### src/rtl/bus_master_pkg.sv
// Shared types and sizes for the serial bus master port.
package bus_master_pkg;

    localparam int unsigned ADDR_W          = 12;
    localparam int unsigned DATA_W          = 8;
    localparam int unsigned TIMEOUT_DEFAULT = 255;

    typedef enum logic [2:0] {
        StIdle,
        StAddr,
        StWaitAck,
        StRdata,
        StDone
    } state_e;

endpackage

### src/rtl/serial_shifter.sv
// LSB-first shift register: parallel load, serial out at bit 0, serial in at the MSB.
module serial_shifter
    import bus_master_pkg::*;
#(
    parameter int unsigned WIDTH = DATA_W
) (
    input  logic             i_clk,
    input  logic             i_rst,
    input  logic             i_load,
    input  logic [WIDTH-1:0] i_load_val,
    input  logic             i_shift,
    input  logic             i_sin,
    output logic [WIDTH-1:0] o_q
);

    logic [WIDTH-1:0] r_q;

    always_ff @(posedge i_clk or posedge i_rst) begin
        if (i_rst) begin
            r_q <= '0;
        end else if (i_load) begin
            r_q <= i_load_val;
        end else if (i_shift) begin
            r_q <= {i_sin, r_q[WIDTH-1:1]};
        end
    end

    assign o_q = r_q;

endmodule

### src/rtl/bus_master_port.sv
// Serial bus master: shifts out a 12-bit address (plus write byte), waits for the slave
// acknowledge with a timeout, and on reads shifts in an 8-bit response.
module bus_master_port
    import bus_master_pkg::*;
#(
    parameter int unsigned TIMEOUT = TIMEOUT_DEFAULT
) (
    input  logic              i_clk,
    input  logic              i_rst,
    input  logic              i_start,
    input  logic              i_write,
    input  logic [ADDR_W-1:0] i_addr,
    input  logic [DATA_W-1:0] i_wdata,
    output logic              o_busy,
    output logic              o_done,
    output logic              o_err,
    output logic [DATA_W-1:0] o_rdata,
    output logic              o_write_enable,
    output logic              o_read_enable,
    output logic              o_m_valid,
    output logic              o_tx_address,
    output logic              o_tx_data,
    output logic              o_m_ready,
    input  logic              i_s_ready,
    input  logic              i_s_valid,
    input  logic              i_rx_data
);

    localparam int unsigned CNT_W  = $clog2(ADDR_W);
    localparam int unsigned WAIT_W = $clog2(TIMEOUT + 1);

    state_e              r_state;
    logic                r_write;
    logic [CNT_W-1:0]    r_bit_cnt;
    logic [WAIT_W-1:0]   r_wait_cnt;
    logic                r_busy;
    logic                r_done;
    logic                r_err;
    logic                r_we;
    logic                r_re;
    logic                r_m_valid;
    logic                r_m_ready;
    logic [DATA_W-1:0]   r_rdata;

    logic                w_take;
    logic                w_ack;
    logic [DATA_W-1:0]   w_wdata_load;
    logic [ADDR_W-1:0]   w_addr_q;
    logic [DATA_W-1:0]   w_data_q;
    logic [DATA_W-1:0]   w_rx_q;
    logic                w_unused_bits;

    assign w_take       = (r_state == StIdle) && i_start;
    assign w_wdata_load = i_write ? i_wdata : '0;
    assign w_ack        = r_write ? i_s_ready : (r_m_ready && i_s_valid);

    // Shifting zeros in keeps both tx lines low once their payload has gone out.
    serial_shifter #(.WIDTH(ADDR_W)) u_addr_shift (
        .i_clk      (i_clk),
        .i_rst      (i_rst),
        .i_load     (w_take),
        .i_load_val (i_addr),
        .i_shift    (r_state == StAddr),
        .i_sin      (1'b0),
        .o_q        (w_addr_q)
    );

    serial_shifter #(.WIDTH(DATA_W)) u_data_shift (
        .i_clk      (i_clk),
        .i_rst      (i_rst),
        .i_load     (w_take),
        .i_load_val (w_wdata_load),
        .i_shift    (r_state == StAddr),
        .i_sin      (1'b0),
        .o_q        (w_data_q)
    );

    serial_shifter #(.WIDTH(DATA_W)) u_rx_shift (
        .i_clk      (i_clk),
        .i_rst      (i_rst),
        .i_load     (w_take),
        .i_load_val ('0),
        .i_shift    (r_state == StRdata),
        .i_sin      (i_rx_data),
        .o_q        (w_rx_q)
    );

    always_ff @(posedge i_clk or posedge i_rst) begin
        if (i_rst) begin
            r_state    <= StIdle;
            r_write    <= 1'b0;
            r_bit_cnt  <= '0;
            r_wait_cnt <= '0;
            r_busy     <= 1'b0;
            r_done     <= 1'b0;
            r_err      <= 1'b0;
            r_we       <= 1'b0;
            r_re       <= 1'b0;
            r_m_valid  <= 1'b0;
            r_m_ready  <= 1'b0;
            r_rdata    <= '0;
        end else begin
            r_done <= 1'b0;
            r_err  <= 1'b0;
            r_we   <= 1'b0;
            r_re   <= 1'b0;
            case (r_state)
                StIdle: begin
                    if (i_start) begin
                        r_state   <= StAddr;
                        r_write   <= i_write;
                        r_bit_cnt <= '0;
                        r_busy    <= 1'b1;
                        r_m_valid <= 1'b1;
                        r_we      <= i_write;
                        r_re      <= !i_write;
                    end
                end
                StAddr: begin
                    if (r_bit_cnt == CNT_W'(ADDR_W - 1)) begin
                        r_state    <= StWaitAck;
                        r_bit_cnt  <= '0;
                        r_wait_cnt <= '0;
                        r_m_valid  <= 1'b0;
                        r_m_ready  <= !r_write;
                    end else begin
                        r_bit_cnt <= r_bit_cnt + 1'b1;
                    end
                end
                StWaitAck: begin
                    if (w_ack) begin
                        r_m_ready <= 1'b0;
                        r_bit_cnt <= '0;
                        if (r_write) begin
                            r_state <= StDone;
                            r_done  <= 1'b1;
                        end else begin
                            r_state <= StRdata;
                        end
                    end else if (r_wait_cnt == WAIT_W'(TIMEOUT - 1)) begin
                        r_state   <= StIdle;
                        r_m_ready <= 1'b0;
                        r_busy    <= 1'b0;
                        r_err     <= 1'b1;
                    end else begin
                        r_wait_cnt <= r_wait_cnt + 1'b1;
                    end
                end
                StRdata: begin
                    if (r_bit_cnt == CNT_W'(DATA_W - 1)) begin
                        r_state <= StDone;
                        r_done  <= 1'b1;
                        // Fold in the final bit here so rdata is valid alongside done.
                        r_rdata <= {i_rx_data, w_rx_q[DATA_W-1:1]};
                    end else begin
                        r_bit_cnt <= r_bit_cnt + 1'b1;
                    end
                end
                StDone: begin
                    r_state <= StIdle;
                    r_busy  <= 1'b0;
                end
                default: begin
                    r_state   <= StIdle;
                    r_busy    <= 1'b0;
                    r_m_valid <= 1'b0;
                    r_m_ready <= 1'b0;
                end
            endcase
        end
    end

    assign o_busy         = r_busy;
    assign o_done         = r_done;
    assign o_err          = r_err;
    assign o_rdata        = r_rdata;
    assign o_write_enable = r_we;
    assign o_read_enable  = r_re;
    assign o_m_valid      = r_m_valid;
    assign o_m_ready      = r_m_ready;
    assign o_tx_address   = w_addr_q[0];
    assign o_tx_data      = w_data_q[0];

    assign w_unused_bits = ^{w_addr_q[ADDR_W-1:1], w_data_q[DATA_W-1:1], w_rx_q[0]};

endmodule
### config.mk
export PLATFORM = sky130hd
export DESIGN_NAME = bus_master_port
export DESIGN_NICKNAME = d
export VERILOG_FILES = /design/src/rtl/bus_master_pkg.sv /design/src/rtl/serial_shifter.sv /design/src/rtl/bus_master_port.sv
export SDC_FILE = /design/constraint.sdc
export NUM_CORES = 1
export LEC_CHECK = 0
export BUFFER_PORTS_ARGS = -buffer_cell sky130_fd_sc_hd__buf_2
export CORE_MARGIN = 3
export CORE_UTILIZATION = 51
export DETAILED_ROUTE_END_ITERATION = 6
export PLACE_DENSITY = 0.76
export SLEW_MARGIN = 10
export SYNTH_ARGS = -nofsm -noshare
export SYNTH_HDL_FRONTEND = slang
export SYNTH_SLANG_ARGS = --single-unit
export TNS_END_PERCENT = 100
### constraint.sdc
create_clock -name i_clk -period 1.85 [get_ports i_clk]
set_input_delay 0.37 -clock i_clk [delete_from_list [all_inputs] [get_ports i_clk]]
set_output_delay 0.37 -clock i_clk [all_outputs]
set_load 0.005 [all_outputs]
After elaboration in Yosys (flattened, before gate mapping)
Cells that the tools add are included.
Operators by class
  add/subtract/negate cells: 2
  multiply operators: 0
  div/mod/pow operators: 0
  order comparisons: 0
  eq/ne operators: 16
  shift-type cells: 0
  muxes and demuxes: 44
  bitwise gates (word level): 3
  reduce and logical (&&, ||, !) cells: 20
Operator list (number)
  two-way mux 8 bit: 8
  two-way mux 12 bit: 2
  two-way mux 3 bit: 6
  two-way mux 1 bit: 17
  two-way mux 4 bit: 4
  inequality test 2 bit (second input constant): 8
  case mux 4 bit (4 select lines): 1
  case mux 8 bit (2 select lines): 1
  AND reduction 4 bit: 4
  case mux 3 bit (4 select lines): 1
  case mux 1 bit (3 select lines): 3
  adder 8 x 1 -> 8 bit (second input constant): 1
  equality test 8 bit (second input constant): 1
  equality test 3 x 2 -> 1 bit (second input constant): 2
  AND reduction 3 bit: 2
  nonzero test 2 bit: 3
  OR reduction 3 bit: 2
  adder 4 x 1 -> 4 bit (second input constant): 1
  equality test 4 x 3 -> 1 bit (second input constant): 1
  equality test 4 bit (second input constant): 1
  AND reduction 2 bit: 2
  nonzero test 4 bit: 1
  equality test 3 x 1 -> 1 bit (second input constant): 1
  equality test 3 bit (second input constant): 1
  7 further kinds: 11
Word-level totals
  bits in registers: 59
  latch bits: 0
  RAM bits: 0
  bits in read-only memories: 0
  input bits: 27
  output and inout port bits: 17
  word-level logic and storage cells: 100
  memories kept: 0

Longest topological paths before layout
Gate-level depths: netlist of run 1.
  depth in word-level cells: 4
  gate-level depth with buffers: 6
  depth with buffers taken out: 6

Cells and area by module
Synthesis of run 1 repeated with hierarchy kept, for this count alone.
Unflattened totals
  cell total of the unflattened synthesis: 288
  area, all modules: 2952.8 um^2
By module, submodules not included
  bus_master_port: instances 1, cells an instance 166, area each 1645.3 um^2, sequential area each 775.7 um^2
  serial_shifter at u_data_shift ...: instances 2, cells an instance 35, area each 376.6 um^2, sequential area each 200.2 um^2
  serial_shifter at u_addr_shift: instances 1, cells an instance 52, area each 554.3 um^2, sequential area each 300.3 um^2

Worst setup path before layout of run 1
Ideal clock, no wire load.
  kind: register to register
  from: reg r_bit_cnt[0]
  to: reg r_rdata[0], in the netlist o_rdata[0]
  setup time: 0.128 ns
  data arrival time: 1.493 ns
  data required time: 1.722 ns
  path slack: 0.229 ns
  cell stages (with the launch flop): 6
  buffers on the path: 1
  period minus slack after synthesis: 1.621 ns
  path through: dfrtp_1 > ha_1 > inv_1 > nor4_4 > buf_4 > mux2_1
On the way
  word-level cells in the longest chain between the ends: 2
Ends and longest elaborated chain
  start: declaration: line bus_master_port.sv:34  | logic [CNT_W-1:0] r_bit_cnt;
  start signal: assignment: line bus_master_port.sv:127  | r_bit_cnt <= r_bit_cnt + 1'b1;
  start signal: assignment: line bus_master_port.sv:156  | r_bit_cnt <= r_bit_cnt + 1'b1;
  equality test 4 x 3 -> 1 bit: line bus_master_port.sv:150  | if (r_bit_cnt == CNT_W'(DATA_W - 1)) begin
  AND reduction 2 bit (no line)
  end signal: assignment: line bus_master_port.sv:154  | r_rdata <= {i_rx_data, w_rx_q[DATA_W-1:1]};
  end: declaration: line bus_master_port.sv:43  | logic [DATA_W-1:0] r_rdata;
No other way between the ends.
A chain may end at the register's enable or synchronous reset.

Final worst setup path of run 1
  from: reg r_write
  to: reg r_bit_cnt[0]
On the way
  word-level cells in the longest chain between the ends: 3
Ends and longest elaborated chain
  start: declaration: line bus_master_port.sv:33  | logic r_write;
  start signal: assignment: line bus_master_port.sv:111  | r_write <= i_write;
  two-way mux 1 bit: line bus_master_port.sv:55  | assign w_ack = r_write ? i_s_ready : (r_m_ready && i_s_valid);
  inequality test 2 bit (no line)
  AND reduction 4 bit (no line)
No other way between the ends.

==> flow_metrics.py, run 1 <==
metrics = {
    "global_routing": {
        "antenna_found_initial": 0,
        "grt_use_total_pct": 20.4,
        "grt_pass1_vias": 2173,
        "overflow": 0,
        "grt_pass1_wl_mm": 9.91,
        "grt_max_degree": 37,
    },
    "die": {
        "ioPinCount": 44,
        "initial_core_util_pct": 53.6,
        "die-width_um": 80.0,
        "dieHeight_um": 80.0,
        "die_area_um2": 6390,
        "core_area_um2": 5200,
        "row_count": 26,
    },
    "placement": {
        "portBuffers": 43,
        "hpwl_mm": 4.05,
        "place_congestion": 0.865,
        "dpl-instance-area_um2": 3160,
    },
    "worst_setup_path": {
        "arrival_ns": 1.97,
        "critPathMaxFanout": 8,
        "cp-start-kind": "flip-flop",
        "rrSetupSlack_ns": 0.1,
        "cp.required_ns": 2.07,
        "endpoint_kind": "flip-flop",
        "critPathKind": "flip-flop to flip-flop",
        "reg2reg_from": "r_write$_DFFE_PP0P_",
        "cp-startpoint": "r_write$_DFFE_PP0P_",
    },
    "min_path": {
        "worstHoldPathType": "primary input to asynchronous set/reset pin",
    },
    "clock_tree": {
        "h-tree-depth": 3,
        "cts.hold.buffers_added": 0,
        "clock_latency_ns": 0.34,
        "cts_buffer_depth": 2,
        "clkTransAtPathRegs_ns": 0.06,
        "cts-resized-gates": 0,
        "numClockSinks": 58,
        "root_buffer": "clkbuf_8",
        "cts_tree": "done",
        "numCtsBuffers": 9,
        "post_cts_buffers": 0,
    },
    "drt": {
        "vias": 2169,
        "post-route-drc-count": 0,
        "wl_per_cell_um": 14.7,
        "vias_per_cell": 5.58,
        "drt-total-wl_mm": 5.70,
        "drt_pass1_iterations": 4,
        "ant_nets": 0,
        "dr.first_iter.drc_count": 113,
    },
    "sta": {
        "clock-skew-final_ns": 0.00976,
        "relSlewSlack_pct": 67.2,
        "final_max_slew_viol_count": 0,
        "period_needed_ns": 1.75,
        "fmax_mhz": 571,
        "whs_ns": 0.0498,
        "rsz0062_at_grt": "false",
        "setup_viol": 0,
        "post-route-period-util_pct": 94.6,
        "worst_pin_slew_ns": 0.491,
        "hold_violations": 0,
        "tns_ns": 0,
    },
    "logic_synthesis": {
        "seq_area_frac_synth_pct": 52.0,
        "syn-instance-count": 261,
        "synth_nets": 291,
        "yosys_most_used_dff": "dfrtp_1",
        "synth_top_cell_by_area": "dfrtp_1",
        "synth_warnings": 0,
        "synth.top_cell.area_share_pct": 52.0,
        "ys_async_sr_fraction_pct": 100,
        "synth-edff-count": 0,
        "ys_top_cells_by_count": "58 x dfrtp_1, 33 x nand2_1, 27 x nand3_1",
        "synth_seq_cells": 58,
        "ys_types": 56,
        "syn_avg_cell_area_um2": 10.7,
        "yosys-top-cells-area": "dfrtp_1 52%, mux2i_1 6.8%, nand3_1 4.8%",
        "synth.most_common_cell": "dfrtp_1",
        "synth_area_um2": 2790,
    },
    "layout": {
        "fin_nets": 345,
        "fin_util_pct": 64.6,
        "drive_gt1_share_pct": 27.6,
        "diodes": 0,
        "area_growth_syn_to_layout_pct": 20.5,
        "final_area_um2": 3360,
    },
    "job": {
        "drv_cap": 0,
    },
    "power": {
        "p_per_area_nw_per_um2": 1480,
        "p_leak_nw": 1.63,
        "ir_drop_mv": 0.824,
    },
    "outcome": {
        "status": "completed",
    },
}
==> placed cells by master (no fill, tap or decap), types with 2 or more instances in the layout <==
cell type	n
nor2_1	4
o21ai_1	2
o211ai_1	2
nor2b_1	2
o21ai_0	25
buf_2	43
nand4_1	2
and3_1	2
a31o_2	2
mux2_1	6
o41ai_1	2
o31ai_1	2
a31oi_1	2
dfrtp_1	58
nand2_1	33
inv_1	5
nor3_1	3
a21oi_1	8
nand2b_1	3
ha_1	3
mux2_2	4
clkbuf_8	12
mux2i_1	19
buf_12	3
nand3_1	27
buf_4	11
==> worst paths after layout <==
kind                                                    to  cells past startpoint
max reg2reg                       r_bit_cnt[0]$_DFFE_PP0P_                      4
max in group asynchronous        r_wait_cnt[6]$_DFFE_PP0P_                      3
min                        u_addr_shift.o_q[1]$_DFFE_PP0P_                      2
min in group i_clk         u_addr_shift.o_q[4]$_DFFE_PP0P_                      3
min reg2reg                         o_rdata[2]$_DFFE_PP0P_                      1
max                               r_bit_cnt[0]$_DFFE_PP0P_                      4
==> routing by layer <==
metal  up-vias  global-route usage [%]  routed length, um
met5         -                       0                  0
met4         0                    11.5                119
met3        11                    5.08                287
met2        60                    30.4               2700
met1      1050                    27.0               2590
li1       1048                       -                  -
==> kinds of logic after synthesis <==
kind of cell    share of synthesized area [%]
mux                                      10.9
buf+inv                                  3.54
compound gates                           13.1
fa+ha+maj                                1.35
xor+xnor                                0.314
flops                                    52.0
simple gates                             18.8
==> layout make-up <==
| type | count | area [um^2] |
|---|---|---|
| fillers | 433 | 1840 |
| inverters | 6 | 22.5 |
| well taps | 70 | 87.6 |
| clock buffers | 13 | 169 |
| flip-flops and latches | 58 | 1450 |
| clock inverters | 2 | 35.0 |
| multi-input cells | 183 | 1240 |
| repair buffers | 57 | 358 |
==> flip-flops by register name, indices dropped and copies added (netlist names), 3 cells and up <==
signal	flops
u_addr_shift.o_q	12
r_wait_cnt	8
r_bit_cnt	4
u_data_shift.o_q	8
r_state	3
o_rdata	8
u_rx_shift.o_q	7
==> power breakdown <==
group / switching (mW) / internal [mW]
clock network: 0.481 / 0.723
logic: 0.935 / 0.848
registers: 0.344 / 1.65
total: 1.76 / 3.22
==> through the flow <==
step | worst slack (ns) | total power, mW | std cells
finish | 0.0994 | 4.98 | 389
global route | 0.0178 | 5.32 | 389
CTS | 0.113 | 5.01 | 389
detailed placement | 0.126 | 3.79 | 374
global placement | 0.155 | 3.73 | 374
floorplan | 0.0520 | 3.24 | 261
==> worst max-delay path, cell delays in order (launching register included) <==
cell      delay [ns]
dfrtp_1         0.47
nand3b_1        0.29
a311o_1         0.38
nor2_2          0.16
mux2_1          0.33
(Power assumes the default switching activity.)
==> inputs of run 2 (changes only) <==
- CAP_MARGIN: not set -> 5
- CTS_CLUSTER_DIAMETER: not set -> 40
- SETUP_SLACK_MARGIN: not set -> 0.4
==> run 2 against run 1 <==
Cell area up 27%; clock skew down 0.00075 ns; register-to-register slack better by 0.10 ns; maximum frequency up 6.3%; sequential power up 2%; final cell count up 13%; critical endpoint is now o_m_ready$_DFFE_PP0P_; highest routed layer unchanged.
==> flow_metrics.py, run 2 (synthesized netlist as in run 1, its figures left out) <==
metrics = {
    "outcome": {
        "status": "completed",
    },
    "layout": {
        "area_growth_syn_to_layout_pct": 53.4,
        "drive_gt1_share_pct": 55.6,
        "final_area_um2": 4280,
        "final_cell_mix": "54 x dfrtp_1, 43 x buf_2, 38 x buf_4",
        "diodes": 0,
        "final_common_cell": "dfrtp_1",
        "largest_register_ffs": 12,
        "fin_nets": 395,
    },
    "sta": {
        "relSlewSlack_pct": 61.5,
        "setup_viol": 0,
        "rsz0062_at_grt": "true",
        "post-route-period-util_pct": 89.0,
        "tns_ns": 0,
        "clock-skew-final_ns": 0.00901,
        "worst_pin_slew_ns": 0.576,
        "fmax_mhz": 607,
        "hold_violations": 0,
        "final_max_slew_viol_count": 0,
        "period_needed_ns": 1.65,
    },
    "drt": {
        "drt-total-wl_mm": 9.09,
        "vias_per_cell": 6.00,
        "drt_pass1_iterations": 4,
        "post-route-drc-count": 0,
        "ant_nets": 0,
        "dr.first_iter.drc_count": 297,
        "wl_per_cell_um": 20.7,
        "vias": 2634,
    },
    "power": {
        "ir_drop_mv": 1.04,
        "p_per_area_nw_per_um2": 1570,
        "p_leak_nw": 2.05,
    },
    "clock_tree": {
        "cts.hold.buffers_added": 0,
        "clock_latency_ns": 0.34,
        "root_buffer": "clkbuf_8",
        "numCtsBuffers": 9,
        "cts_buffer_depth": 2,
        "cts_tree": "done",
        "h-tree-depth": 3,
        "numClockSinks": 58,
        "clkTransAtPathRegs_ns": 0.07,
    },
    "die": {
        "ioPinCount": 44,
        "core_area_um2": 5200,
        "row_count": 26,
        "dieHeight_um": 80.0,
        "initial_core_util_pct": 53.6,
        "die_area_um2": 6390,
        "die-width_um": 80.0,
    },
    "worst_setup_path": {
        "cp.required_ns": 2.11,
        "cp-start-kind": "flip-flop",
        "arrival_ns": 1.91,
        "endpoint_kind": "flip-flop",
        "critPathMaxFanout": 6,
        "critPathKind": "flip-flop to flip-flop",
    },
    "placement": {
        "portBuffers": 43,
        "hpwl_mm": 4.07,
        "place_congestion": 0.940,
        "dpl-instance-area_um2": 3180,
    },
    "job": {
        "drv_cap": 0,
    },
    "global_routing": {
        "antenna_found_initial": 0,
        "overflow": 0,
        "grt_pass1_vias": 2342,
        "grt_use_total_pct": 23.3,
        "grt_pass1_wl_mm": 11.4,
        "grt_max_degree": 29,
    },
    "min_path": {
        "worstHoldPathType": "primary input to asynchronous set/reset pin",
    },
}
-- run 2: routing by layer --
layer / GRT usage (%) / vias to the layer above / wire length (um)
met4: 11.3 / 0 / 479
li1: - / 1154 / -
met3: 3.84 / 46 / 436
met5: 0 / - / 0
met1: 30.1 / 1326 / 3470
met2: 37.9 / 108 / 4700
-- run 2: layout make-up --
class	instances	area, um^2
clock buffers	12	145
clock inverters	3	40.0
flip-flops and latches	58	1460
inverters	6	28.8
well taps	70	87.6
multi-input cells	183	1600
fillers	269	927
repair buffers	107	925
-- run 2: final timing paths --
check	depth (start not counted)	from	slack, ns	endpoint
min	2	i_rst	0.09	u_data_shift.o_q[5]$_DFFE_PP0P_
max	5	r_state[1]$_DFFE_PP0P_	0.20	o_m_ready$_DFFE_PP0P_
min in group i_clk	3	i_addr[9]	0.25	u_addr_shift.o_q[9]$_DFFE_PP0P_
max in group asynchronous	3	i_rst	1.24	r_wait_cnt[7]$_DFFE_PP0P_
min reg2reg	1	o_rdata[2]$_DFFE_PP0P_	0.51	o_rdata[2]$_DFFE_PP0P_
max reg2reg	5	r_state[1]$_DFFE_PP0P_	0.20	o_m_ready$_DFFE_PP0P_
-- run 2: critical path: stages (launching register included) --
cell and delay [ns]:
dfrtp_2 0.46, buf_6 0.14, and4bb_2 0.38, nor2_4 0.07, or4_1 0.41, nand3_1 0.11
-- run 2: report_power, final --
part / switching [mW] / internal [mW] / leakage (nW)
combinational: 1.71 / 1.86 / 1.21
clock: 0.489 / 0.648 / 0.0962
sequential: 0.376 / 1.65 / 0.746
-- run 2: metrics by stage --
| step | util (%) | hold WS (ns) | setup slack [ns] | total power [mW] | instances |
|---|---|---|---|---|---|
| detailed placement | 61.1 | 0.450 | 0.123 | 3.79 | 376 |
| global route | 82.2 | 0.113 | 0.174 | 7.01 | 439 |
| CTS | 72.2 | 0.0925 | 0.293 | 5.46 | 421 |
| global placement | 61.1 | 0.448 | 0.179 | 3.75 | 376 |
| floorplan | - | 0.436 | 0.257 | 3.27 | 261 |
| finish | 82.2 | 0.0892 | 0.203 | 6.74 | 439 |
-- run 2: repair_timing --
| action | CTS | global route |
|---|---|---|
| endpoints found under the hold margin | 0 | 0 |
| setup endpoints to repair | 48 | 55 |
| gates resized for setup | 35 | 99 |
| pin swaps | 14 | 35 |
| buffers inserted | 28 | 13 |
| cloned | 2 | 5 |
